==> src/rtl/rcc_sdram_clk_ctrl.sv <==
// rcc_sdram_clk_ctrl
// RCC-domain sequencer for the SDRAM clock divider and the SDRAM-domain reset.
// Produces a clk_i/(div+1) enable pulse stream and runs divider changes via a
// valid/ready handshake: gate -> switch -> sync -> hold reset -> resume.
module rcc_sdram_clk_ctrl #(
  parameter int DIV_W      = 4,
  parameter int DIV_RESET  = 1,
  parameter int MUX_DELAY  = 2,
  parameter int SYNC_DELAY = 2,
  parameter int RST_HOLD   = 8
) (
  input  logic             clk_i,
  input  logic             rst_i,
  input  logic             req_valid_i,
  input  logic [DIV_W-1:0] req_div_i,
  output logic             req_ready_o,
  output logic             clk_sdram_en_o,
  output logic             sdram_rst_o,
  output logic [DIV_W-1:0] div_o,
  output logic             busy_o
);

  // One down-counter is shared by the GATE, SYNC and RST phases, so it must
  // be wide enough for the longest of the three delays.
  localparam int TMR_MAX_GS = (MUX_DELAY > SYNC_DELAY) ? MUX_DELAY : SYNC_DELAY;
  localparam int TMR_MAX    = (TMR_MAX_GS > RST_HOLD) ? TMR_MAX_GS : RST_HOLD;
  localparam int TMR_W      = $clog2(TMR_MAX + 1);

  localparam logic [TMR_W-1:0] TMR_MUX  = TMR_W'(MUX_DELAY);
  localparam logic [TMR_W-1:0] TMR_SYNC = TMR_W'(SYNC_DELAY);
  localparam logic [TMR_W-1:0] TMR_HOLD = TMR_W'(RST_HOLD);
  localparam logic [TMR_W-1:0] TMR_ONE  = TMR_W'(1);
  localparam logic [DIV_W-1:0] DIV_RST  = DIV_W'(DIV_RESET);

  typedef enum logic [2:0] {
    S_RST    = 3'd0,
    S_IDLE   = 3'd1,
    S_GATE   = 3'd2,
    S_SWITCH = 3'd3,
    S_SYNC   = 3'd4
  } state_e;

  state_e           state_q, state_d;
  logic [TMR_W-1:0] tmr_q,   tmr_d;
  logic [DIV_W-1:0] cnt_q,   cnt_d;
  logic [DIV_W-1:0] div_q,   div_d;
  logic [DIV_W-1:0] pend_q,  pend_d;

  logic accept;
  logic tmr_last;
  logic cnt_run;
  logic cnt_hit;

  assign accept   = req_valid_i && (state_q == S_IDLE);
  assign tmr_last = (tmr_q == TMR_ONE);

  // Sequencer: next state, phase timer and divider/pending-divider updates.
  always_comb begin
    state_d = state_q;
    tmr_d   = tmr_q;
    div_d   = div_q;
    pend_d  = pend_q;
    unique case (state_q)
      S_RST: begin
        if (tmr_last) state_d = S_IDLE;
        else          tmr_d   = tmr_q - TMR_ONE;
      end
      S_IDLE: begin
        // A request for the divider already in force is absorbed here with
        // no gap in the enables and no reset pulse.
        if (accept && (req_div_i != div_q)) begin
          pend_d  = req_div_i;
          tmr_d   = TMR_MUX;
          state_d = S_GATE;
        end
      end
      S_GATE: begin
        if (tmr_last) state_d = S_SWITCH;
        else          tmr_d   = tmr_q - TMR_ONE;
      end
      S_SWITCH: begin
        div_d   = pend_q;
        tmr_d   = TMR_SYNC;
        state_d = S_SYNC;
      end
      S_SYNC: begin
        if (tmr_last) begin
          tmr_d   = TMR_HOLD;
          state_d = S_RST;
        end else begin
          tmr_d   = tmr_q - TMR_ONE;
        end
      end
      default: begin
        tmr_d   = TMR_HOLD;
        state_d = S_RST;
      end
    endcase
  end

  // Enable divider: counts only while the SDRAM domain is clocked (RST/IDLE),
  // held at zero while gated so the new rate starts from a clean phase.
  always_comb begin
    cnt_run = (state_q == S_IDLE) || (state_q == S_RST);
    cnt_hit = cnt_run && (cnt_q == div_q);
    cnt_d   = '0;
    if (cnt_run && (cnt_q < div_q)) cnt_d = cnt_q + 1'b1;
  end

  // State registers; rst_i overrides any phase and drops a pending change.
  always_ff @(posedge clk_i) begin
    if (rst_i) begin
      state_q <= S_RST;
      tmr_q   <= TMR_HOLD;
      cnt_q   <= '0;
      div_q   <= DIV_RST;
      pend_q  <= DIV_RST;
    end else begin
      state_q <= state_d;
      tmr_q   <= tmr_d;
      cnt_q   <= cnt_d;
      div_q   <= div_d;
      pend_q  <= pend_d;
    end
  end

  assign req_ready_o    = (state_q == S_IDLE);
  assign busy_o         = (state_q != S_IDLE);
  assign sdram_rst_o    = (state_q == S_RST) || (state_q == S_SWITCH) || (state_q == S_SYNC);
  assign clk_sdram_en_o = cnt_hit;
  assign div_o          = div_q;

endmodule

==> config.mk <==
export PLATFORM = sky130hd
export DESIGN_NAME = rcc_sdram_clk_ctrl
export DESIGN_NICKNAME = d
export VERILOG_FILES = /design/src/rtl/rcc_sdram_clk_ctrl.sv
export SDC_FILE = /design/constraint.sdc
export NUM_CORES = 1
export LEC_CHECK = 0
export ABC_AREA = 1
export BUFFER_PORTS_ARGS = -buffer_cell sky130_fd_sc_hd__buf_2
export CORE_UTILIZATION = 34
export CTS_CLUSTER_DIAMETER = 80
export DETAILED_ROUTE_END_ITERATION = 16
export PLACE_DENSITY = 0.56
export REMOVE_ABC_BUFFERS = 1
export SLEW_MARGIN = 10
export SYNTH_ARGS = -nofsm -noshare
export SYNTH_HDL_FRONTEND = slang
export SYNTH_SLANG_ARGS = --single-unit
==> constraint.sdc <==
create_clock -name clk_i -period 3.05 [get_ports clk_i]
set_input_delay 0.61 -clock clk_i [delete_from_list [all_inputs] [get_ports clk_i]]
set_output_delay 0.61 -clock clk_i [all_outputs]
set_load 0.005 [all_outputs]
==> results.sh, run 1 <==
export IMPL_die_h_um=56.9
export IMPL_grt_max_degree=13
export IMPL_worstSetupPathType="reg -> out"
export IMPL_critPathMaxFanout=3
export IMPL_rsz0062_at_grt="false"
export IMPL_place_hpwl_um=1580
export IMPL_slew_headroom_pct=75.7
export IMPL_crit_chain="inv_2 -> ha_1 -> nand2_1 -> nor4_1 -> buf_2"
export IMPL_syn_to_final_growth_pct=12.7
export IMPL_synth_commonest_cells="nand2_1, inv_1, dfxtp_1"
export IMPL_ys_dominant_reg_cell="dfxtp_1"
export IMPL_r2r_end="tmr_q[2]"
export IMPL_cts_resized=0
export IMPL_setup_violations=0
export IMPL_cts_hold_buf=0
export IMPL_synth_edf_count=0
export IMPL_fmax_ghz=0.475
export IMPL_drcViolationCount=0
export IMPL_viasPerCell=4.73
export IMPL_drt_total_wl_um=1980
export IMPL_routed_wl_met2_um=844
export IMPL_coreArea_um2=2810
export IMPL_worst_endpoint_required_ns=2.44
export IMPL_slowest_stage="dfxtp_1"
export IMPL_yosysMostFrequentCell="nand2_1"
export IMPL_drtPass1Iterations=4
export IMPL_whs_ns=0.470
export IMPL_ys_top_cells_by_area="dfxtp_1, nand2_1, ha_1, inv_1, a21oi_1"
export IMPL_wl_met3_um=63
export IMPL_synth_seq_cells=19
export IMPL_synthMuxAreaShare_pct=0
export IMPL_whs_endpoint="cnt_q[0]"
export IMPL_rrSetupSlack_ns=1.54
export IMPL_grt_usage_pct=14.3
export IMPL_wl_met1_um=1060
export IMPL_synth_simple_gate_area_share_pct=28.3
export IMPL_final_util_pct=41.2
export IMPL_place_gp_congestion=0.782
export IMPL_post_cts_buffers=0
export IMPL_synth_top_family_by_area="simple AND/OR/NAND/NOR gates"
export IMPL_synth_compound_area_share_pct=13.8
export IMPL_io_buffers=14
export IMPL_grt_ovfl_total=0
export IMPL_clock_latency_ns=0.29
export IMPL_diodes=0
export IMPL_hp_class="reg -> reg"
export IMPL_io_pins=15
export IMPL_top_layer_used="met4"
export IMPL_finalPower_w=0.000723
export IMPL_grt_pass1_wl_um=3650
export IMPL_grt_pass1_vias=860
export IMPL_drv_slew=0
export IMPL_syn_inst=143
export IMPL_layout_nets=175
export IMPL_clock_sinks=19
export IMPL_min_delay_start="cnt_q[0]"
export IMPL_fin_skew_ns=0.00283
export IMPL_worstPathArrival_ns=1.50
export IMPL_synthDistinctLibCells=22
export IMPL_avgRoutedWirePerCell_um=10.4
export IMPL_die_area_um2=3240
export IMPL_post_route_min_period_ns=2.11
export IMPL_die_width_um=56.9
export IMPL_cts_root_buf="clkbuf_4"
export IMPL_slowest_delay_ns=0.37
export IMPL_num_vias=904
export IMPL_yosysTopAreaCell="dfxtp_1"
export IMPL_rr_startpoint="tmr_q[1]"
export IMPL_status="finished, final reports clean"
export IMPL_synthAdderAreaFrac_pct=8.54
export IMPL_p_leak_nw=0.584
export IMPL_ir_drop_mv=0.276
export IMPL_worstMarginPinSlew_ns=0.364
export IMPL_cts_tree="yes"
export IMPL_row_count=19
export IMPL_fin_crit_sh_pct=69.1
export IMPL_hold_viol_final=0
export IMPL_antenna_found_initial=0
export IMPL_end_kind="output port"
export IMPL_synthXorXnorAreaFrac_pct=3.41
export IMPL_avgSynthCellArea_um2=7.17
export IMPL_cellPowerDensity_nw_per_um2=626
export IMPL_finalSetupTns_ns=0
export IMPL_async_reset_ff_share_pct=0
export IMPL_min_delay_path_depth=1
export IMPL_startpoint_type="flop"
export IMPL_yosys_warnings=0
export IMPL_path_clk_slew_ns=0.11
export IMPL_drive_gt1_share_pct=16.9
export IMPL_yosysSeqAreaShare_pct=37.1
export IMPL_ant_nets=0
export IMPL_h_tree_depth=1
export IMPL_cts_path_max_buffers=2
export IMPL_drtIter0Drc=32
export IMPL_initial_utilization_pct=36.6
export IMPL_max_cap_violations=0
export IMPL_cts_inserted_buffers=3
export IMPL_reg2regPathDepth=8
export IMPL_synth_top_area_share_pct=37.1
export IMPL_synth_area_um2=1030
[worst max-delay path, delay by kind of cell (launching register included)]
family,cells,cell delay [ns]
adders and majority gates,1,0.29
buffers and inverters,2,0.22
DFF,1,0.37
and+or+nand+nor,2,0.32
[where the power goes]
group	leakage, nW	internal [W]	switching (W)
registers	0.155	0.000290	0.0000311
logic	0.414	0.000116	0.000156
clock network	0.0150	0.0000508	0.0000793
total	0.584	0.000457	0.000267
[placed cells by master (no fill, tap or decap), drive strengths merged]
master	instances
a21oi	13
a22oi	1
buf	14
clkbuf	4
dfxtp	19
ha	7
inv	23
nand2	35
nand3	9
nor2	17
nor4	1
o2111ai	1
o211ai	2
o21ai	9
or2	1
xnor2	1
xor2	3
[state kept, by name, indices dropped and copies added, names as in the netlist]
register  count
cnt_q         4
div_o         4
pend_q        4
tmr_q         4
state_q       3
[worst max path at each step]
stage | startpoint | endpoint | cells after the start
floorplan | div_o[3] | clk_sdram_en_o | 4
global placement | div_o[3] | clk_sdram_en_o | 5
detailed placement | div_o[3] | clk_sdram_en_o | 5
CTS | div_o[3] | clk_sdram_en_o | 5
global route | div_o[3] | clk_sdram_en_o | 5
finish | div_o[3] | clk_sdram_en_o | 5
[final cells by class]
type | instances | area (um^2)
tap | 31 | 38.8
multi-input combinational | 100 | 554
inverter | 23 | 86.3
fill | 319 | 1650
timing repair buffer | 14 | 70.1
sequential | 19 | 380
clock buffer | 4 | 26.3
[cells by family after synthesis]
family,after synthesis
adder cells (fa/ha/maj),7
AND/OR/NAND/NOR,63
buffers and inverters,24
AO/OA/AOI/OAI,26
XOR/XNOR,4
flip-flops,19
[layer usage]
metal	vias up	global-route usage, %
met4	0	7.32
met2	12	20.7
li1	493	-
met5	-	0
met3	2	2.27
met1	397	20.5
[per-stage QoR]
step | std cells | setup WS, ns | area, um^2
detailed placement | 187 | 1.26 | 1130
CTS | 191 | 0.898 | 1160
floorplan | 142 | 1.42 | 1020
global route | 191 | 0.792 | 1160
global placement | 187 | 1.28 | 1130
finish | 191 | 0.943 | 1160
(Power assumes the default switching activity.)
==> inputs of run 2 (changes only) <==
Clock period 3.05 ns to 2 ns, I/O delays scaled along.
==> results.sh, run 2 (synthesis results as in run 1) <==
export IMPL_ir_drop_mv=0.428
export IMPL_ant_nets=0
export IMPL_slew_headroom_pct=76.4
export IMPL_diodes=0
export IMPL_final_util_pct=41.5
export IMPL_end_kind="output port"
export IMPL_fin_skew_ns=0.00247
export IMPL_io_pins=15
export IMPL_startpoint_type="flop"
export IMPL_drtPass1Iterations=4
export IMPL_die_width_um=56.9
export IMPL_cts_tree="yes"
export IMPL_num_vias=908
export IMPL_clock_sinks=19
export IMPL_place_hpwl_um=1580
export IMPL_viasPerCell=4.75
export IMPL_io_buffers=14
export IMPL_antenna_found_initial=0
export IMPL_cts_path_max_buffers=2
export IMPL_clock_latency_ns=0.29
export IMPL_grt_pass1_vias=860
export IMPL_post_cts_buffers=0
export IMPL_seqPwrFrac_pct=44.2
export IMPL_status="finished, final reports clean"
export IMPL_row_count=19
export IMPL_place_gp_congestion=0.782
export IMPL_hp_class="in -> reg"
export IMPL_fillers=319
export IMPL_syn_to_final_growth_pct=13.4
export IMPL_initial_utilization_pct=36.6
export IMPL_final_common_cell="nand2_1"
export IMPL_power_switching_w=0.000409
export IMPL_drive_gt1_share_pct=18.1
export IMPL_grt_usage_pct=14.3
export IMPL_fmax_ghz=0.540
export IMPL_drtIter0Drc=29
export IMPL_grt_max_degree=13
export IMPL_worstPathArrival_ns=1.45
export IMPL_swShare_pct=36.9
export IMPL_p_leak_nw=0.585
export IMPL_cts_inserted_buffers=3
export IMPL_setup_violations=0
export IMPL_finalSetupTns_ns=0
export IMPL_cellPowerDensity_nw_per_um2=952
export IMPL_cts_hold_buf=0
export IMPL_critPathMaxFanout=3
export IMPL_worst_endpoint_required_ns=1.60
export IMPL_coreArea_um2=2810
export IMPL_drv_slew=0
export IMPL_grt_ovfl_total=0
export IMPL_grt_pass1_wl_um=3650
export IMPL_layout_nets=175
export IMPL_cts_root_buf="clkbuf_4"
export IMPL_finalPower_w=0.00111
export IMPL_max_cap_violations=0
export IMPL_rsz0062_at_grt="false"
export IMPL_clkPwrFrac_pct=17.9
export IMPL_comb_power_share_pct=37.9
export IMPL_h_tree_depth=1
export IMPL_path_clk_slew_ns=0.11
export IMPL_fin_crit_sh_pct=92.6
export IMPL_avgRoutedWirePerCell_um=10.4
export IMPL_worstSetupPathType="reg -> out"
export IMPL_die_h_um=56.9
export IMPL_drcViolationCount=0
export IMPL_post_route_min_period_ns=1.85
export IMPL_drt_total_wl_um=1990
export IMPL_die_area_um2=3240
export IMPL_hold_viol_final=0
export IMPL_worstMarginPinSlew_ns=0.354
export IMPL_final_cell_mix="nand2_1, inv_1, dfxtp_1, nor2_1, buf_2"
export IMPL_intPower_w=0.000699
run 2: cell types whose count changed in the layout (fill, tap and decap cells not counted):
| cell | delta |
|---|---|
| nor4_1 | -1 |
| nor4_2 | +1 |
| dfxtp_1 | -1 |
| dfxtp_2 | +1 |
run 2: area by class of cell:
| class | count | area [um^2] | share of cell area, % |
|---|---|---|---|
| clock buffers | 4 | 26.3 | 2.26 |
| inverters | 23 | 86.3 | 7.42 |
| multi-input cells | 100 | 561 | 48.2 |
| flip-flops and latches | 19 | 382 | 32.8 |
| well taps | 31 | 38.8 | 3.33 |
| repair buffers | 14 | 70.1 | 6.02 |
run 2: power groups by stage:
stage | combinational [W] | clock (W) | sequential, W
after detailed placement | 0.000419 | 0 | 0.000499
after CTS | 0.000422 | 0.000213 | 0.000490
after global placement | 0.000409 | 0 | 0.000497
after floorplan | 0.000327 | 0 | 0.000487
after global routing | 0.000504 | 0.000222 | 0.000499
final | 0.000420 | 0.000198 | 0.000490
run 2: worst paths after layout:
check | slack (ns) | depth (start not counted) | endpoint | from
worst min-delay path | 0.31 | 2 | state_q[0] | rst_i
worst min register to register | 0.47 | 1 | cnt_q[0] | cnt_q[0]
worst max-delay path | 0.15 | 5 | clk_sdram_en_o | div_o[2]
worst max register to register | 0.51 | 8 | tmr_q[2] | tmr_q[1]
run 2: worst max-delay path: stages (launching register included):
cell and delay [ns]:
dfxtp_1 0.36, inv_1 0.08, ha_1 0.27, nand2_1 0.07, nor4_2 0.22, buf_2 0.15
run 2: layer usage:
layer	global-route usage, %	vias up	share of wire [%]
li1	-	492	-
met1	20.5	404	53
met2	20.7	10	44
met3	2.27	2	2.9
met4	7.32	0	0.81
met5	0	-	0
run 2: through the flow:
step           area, um^2  hold slack (ns)  setup WS [ns]  cells
6_report             1160            0.309          0.148    191
5_1_grt              1160            0.311         0.0398    191
4_1_cts              1160            0.296         0.0576    191
3_5_place_dp         1130            0.453          0.420    187
3_3_place_gp         1130            0.451          0.440    187
2_1_floorplan        1020            0.430          0.584    142
run 2: timing repair:
item	4_1_cts	5_1_grt
gates resized for setup	0	2
setup endpoints to repair	0	1
hold endpoints to repair	0	0
==> inputs of run 3 (changes only) <==
Settings changed: RECOVER_POWER from default to 50.
==> results.sh, run 3 (synthesis results as in run 1) <==
export IMPL_path_buf_inv=2
export IMPL_hp_class="in -> reg"
export IMPL_syn_to_final_growth_pct=12.2
export IMPL_coreArea_um2=2810
export IMPL_cellPowerDensity_nw_per_um2=960
export IMPL_end_kind="output port"
export IMPL_fillers=322
export IMPL_finalSetupTns_ns=0
export IMPL_drtIter0Drc=29
export IMPL_place_gp_congestion=0.782
export IMPL_swShare_pct=36.8
export IMPL_row_count=19
export IMPL_die_h_um=56.9
export IMPL_final_common_cell="nand2_1"
export IMPL_grt_max_degree=13
export IMPL_path_clk_slew_ns=0.11
export IMPL_setup_violations=0
export IMPL_max_cap_violations=0
export IMPL_post_route_min_period_ns=1.85
export IMPL_cts_inserted_buffers=3
export IMPL_clock_latency_ns=0.29
export IMPL_placed_cell_area_um2=1130
export IMPL_finalWorstSetupSlack_ns=0.149
export IMPL_p_leak_nw=0.584
export IMPL_num_vias=906
export IMPL_grt_usage_pct=14.3
export IMPL_post_cts_buffers=0
export IMPL_initial_utilization_pct=36.6
export IMPL_cts_tree="yes"
export IMPL_slowest_delay_ns=0.36
export IMPL_dp_slack_ns=0.420
export IMPL_grt_ovfl_total=0
export IMPL_status="finished, final reports clean"
export IMPL_crit_chain="inv_1 -> ha_1 -> nand2_1 -> nor4_2 -> buf_2"
export IMPL_grt_pass1_vias=860
export IMPL_clock_sinks=19
export IMPL_intPower_w=0.000698
export IMPL_seqPwrFrac_pct=44.3
export IMPL_fin_skew_ns=0.00397
export IMPL_layout_nets=175
export IMPL_drt_total_wl_um=1990
export IMPL_cpLargestDelayFamily="flip-flops"
export IMPL_worst_endpoint_required_ns=1.60
export IMPL_fmax_ghz=0.540
export IMPL_cts_hold_buf=0
export IMPL_drv_slew=0
export IMPL_final_util_pct=41.0
export IMPL_hold_viol_final=0
export IMPL_ir_drop_mv=0.421
export IMPL_rsz0062_at_grt="false"
export IMPL_worstSetupPathType="reg -> out"
export IMPL_final_area_um2=1150
export IMPL_drtPass1Iterations=4
export IMPL_power_switching_w=0.000407
export IMPL_cts_path_max_buffers=2
export IMPL_critPathMaxFanout=3
export IMPL_avgRoutedWirePerCell_um=10.4
export IMPL_final_cell_mix="nand2_1, inv_1, dfxtp_1, nor2_1, buf_2"
export IMPL_worstMarginPinSlew_ns=0.353
export IMPL_slowest_stage="dfxtp_1"
export IMPL_comb_power_share_pct=37.7
export IMPL_place_hpwl_um=1580
export IMPL_die_area_um2=3240
export IMPL_antenna_found_initial=0
export IMPL_drive_gt1_share_pct=16.3
export IMPL_startpoint_type="flop"
export IMPL_cts_root_buf="clkbuf_4"
export IMPL_die_width_um=56.9
export IMPL_ant_nets=0
export IMPL_grt_pass1_wl_um=3650
export IMPL_clkPwrFrac_pct=18.0
export IMPL_viasPerCell=4.74
export IMPL_io_buffers=14
export IMPL_fin_crit_sh_pct=92.6
export IMPL_drcViolationCount=0
export IMPL_diodes=0
export IMPL_h_tree_depth=1
export IMPL_worstPathArrival_ns=1.45
export IMPL_io_pins=15
export IMPL_slew_headroom_pct=76.5
## run 3: metrics by stage
stage / cells / hold WS [ns] / total power [W]
4_1_cts: 191 / 0.296 / 0.00113
6_report: 191 / 0.307 / 0.00110
2_1_floorplan: 142 / 0.430 / 0.000814
3_5_place_dp: 187 / 0.453 / 0.000918
5_1_grt: 191 / 0.311 / 0.00122
3_3_place_gp: 187 / 0.451 / 0.000906
## run 3: repair_timing
item	4_1_cts	5_1_grt
setup endpoints to repair	0	1
hold endpoints to repair	0	0
resized for setup	0	2
## run 3: power groups by stage
stage	logic (W)	clock network (W)	registers, W
floorplan	0.000327	0	0.000487
global placement	0.000409	0	0.000497
detailed placement	0.000419	0	0.000499
global route	0.000500	0.000222	0.000499
finish	0.000417	0.000199	0.000489
CTS	0.000422	0.000213	0.000490
## run 3: final timing paths
check	start	to	slack [ns]	cells after the start
setup / recovery	div_o[2]	clk_sdram_en_o	0.15	5
hold / removal	rst_i	state_q[0]	0.31	2
setup reg to reg	tmr_q[1]	tmr_q[2]	0.51	8
hold reg to reg	cnt_q[0]	cnt_q[0]	0.47	1
## run 3: cell type report
cell class | count | area [um^2] | share of cell area, %
Tap cell | 31 | 38.8 | 3.37
Clock buffer | 4 | 26.3 | 2.28
Sequential cell | 19 | 382 | 33.2
Timing Repair Buffer | 14 | 70.1 | 6.09
Multi-Input combinational cell | 100 | 548 | 47.6
Inverter | 23 | 86.3 | 7.50
## run 3: worst reg2reg max path, cell delays in order (launching register included)
cell and delay (ns):
dfxtp_1 0.32, inv_1 0.11, ha_1 0.16, nand2_1 0.05, nor2_1 0.23, nand2_1 0.24, nand2_4 0.15, nand2_1 0.06
a21oi_1 0.11
## run 3: layer usage
| layer | global-route usage, % | routed length [um] | vias up |
|---|---|---|---|
| met3 | 2.27 | 57 | 2 |
| met4 | 7.32 | 16 | 0 |
| met1 | 20.5 | 1050 | 402 |
| met2 | 20.7 | 865 | 10 |
| met5 | 0 | 0 | - |
| li1 | - | - | 492 |
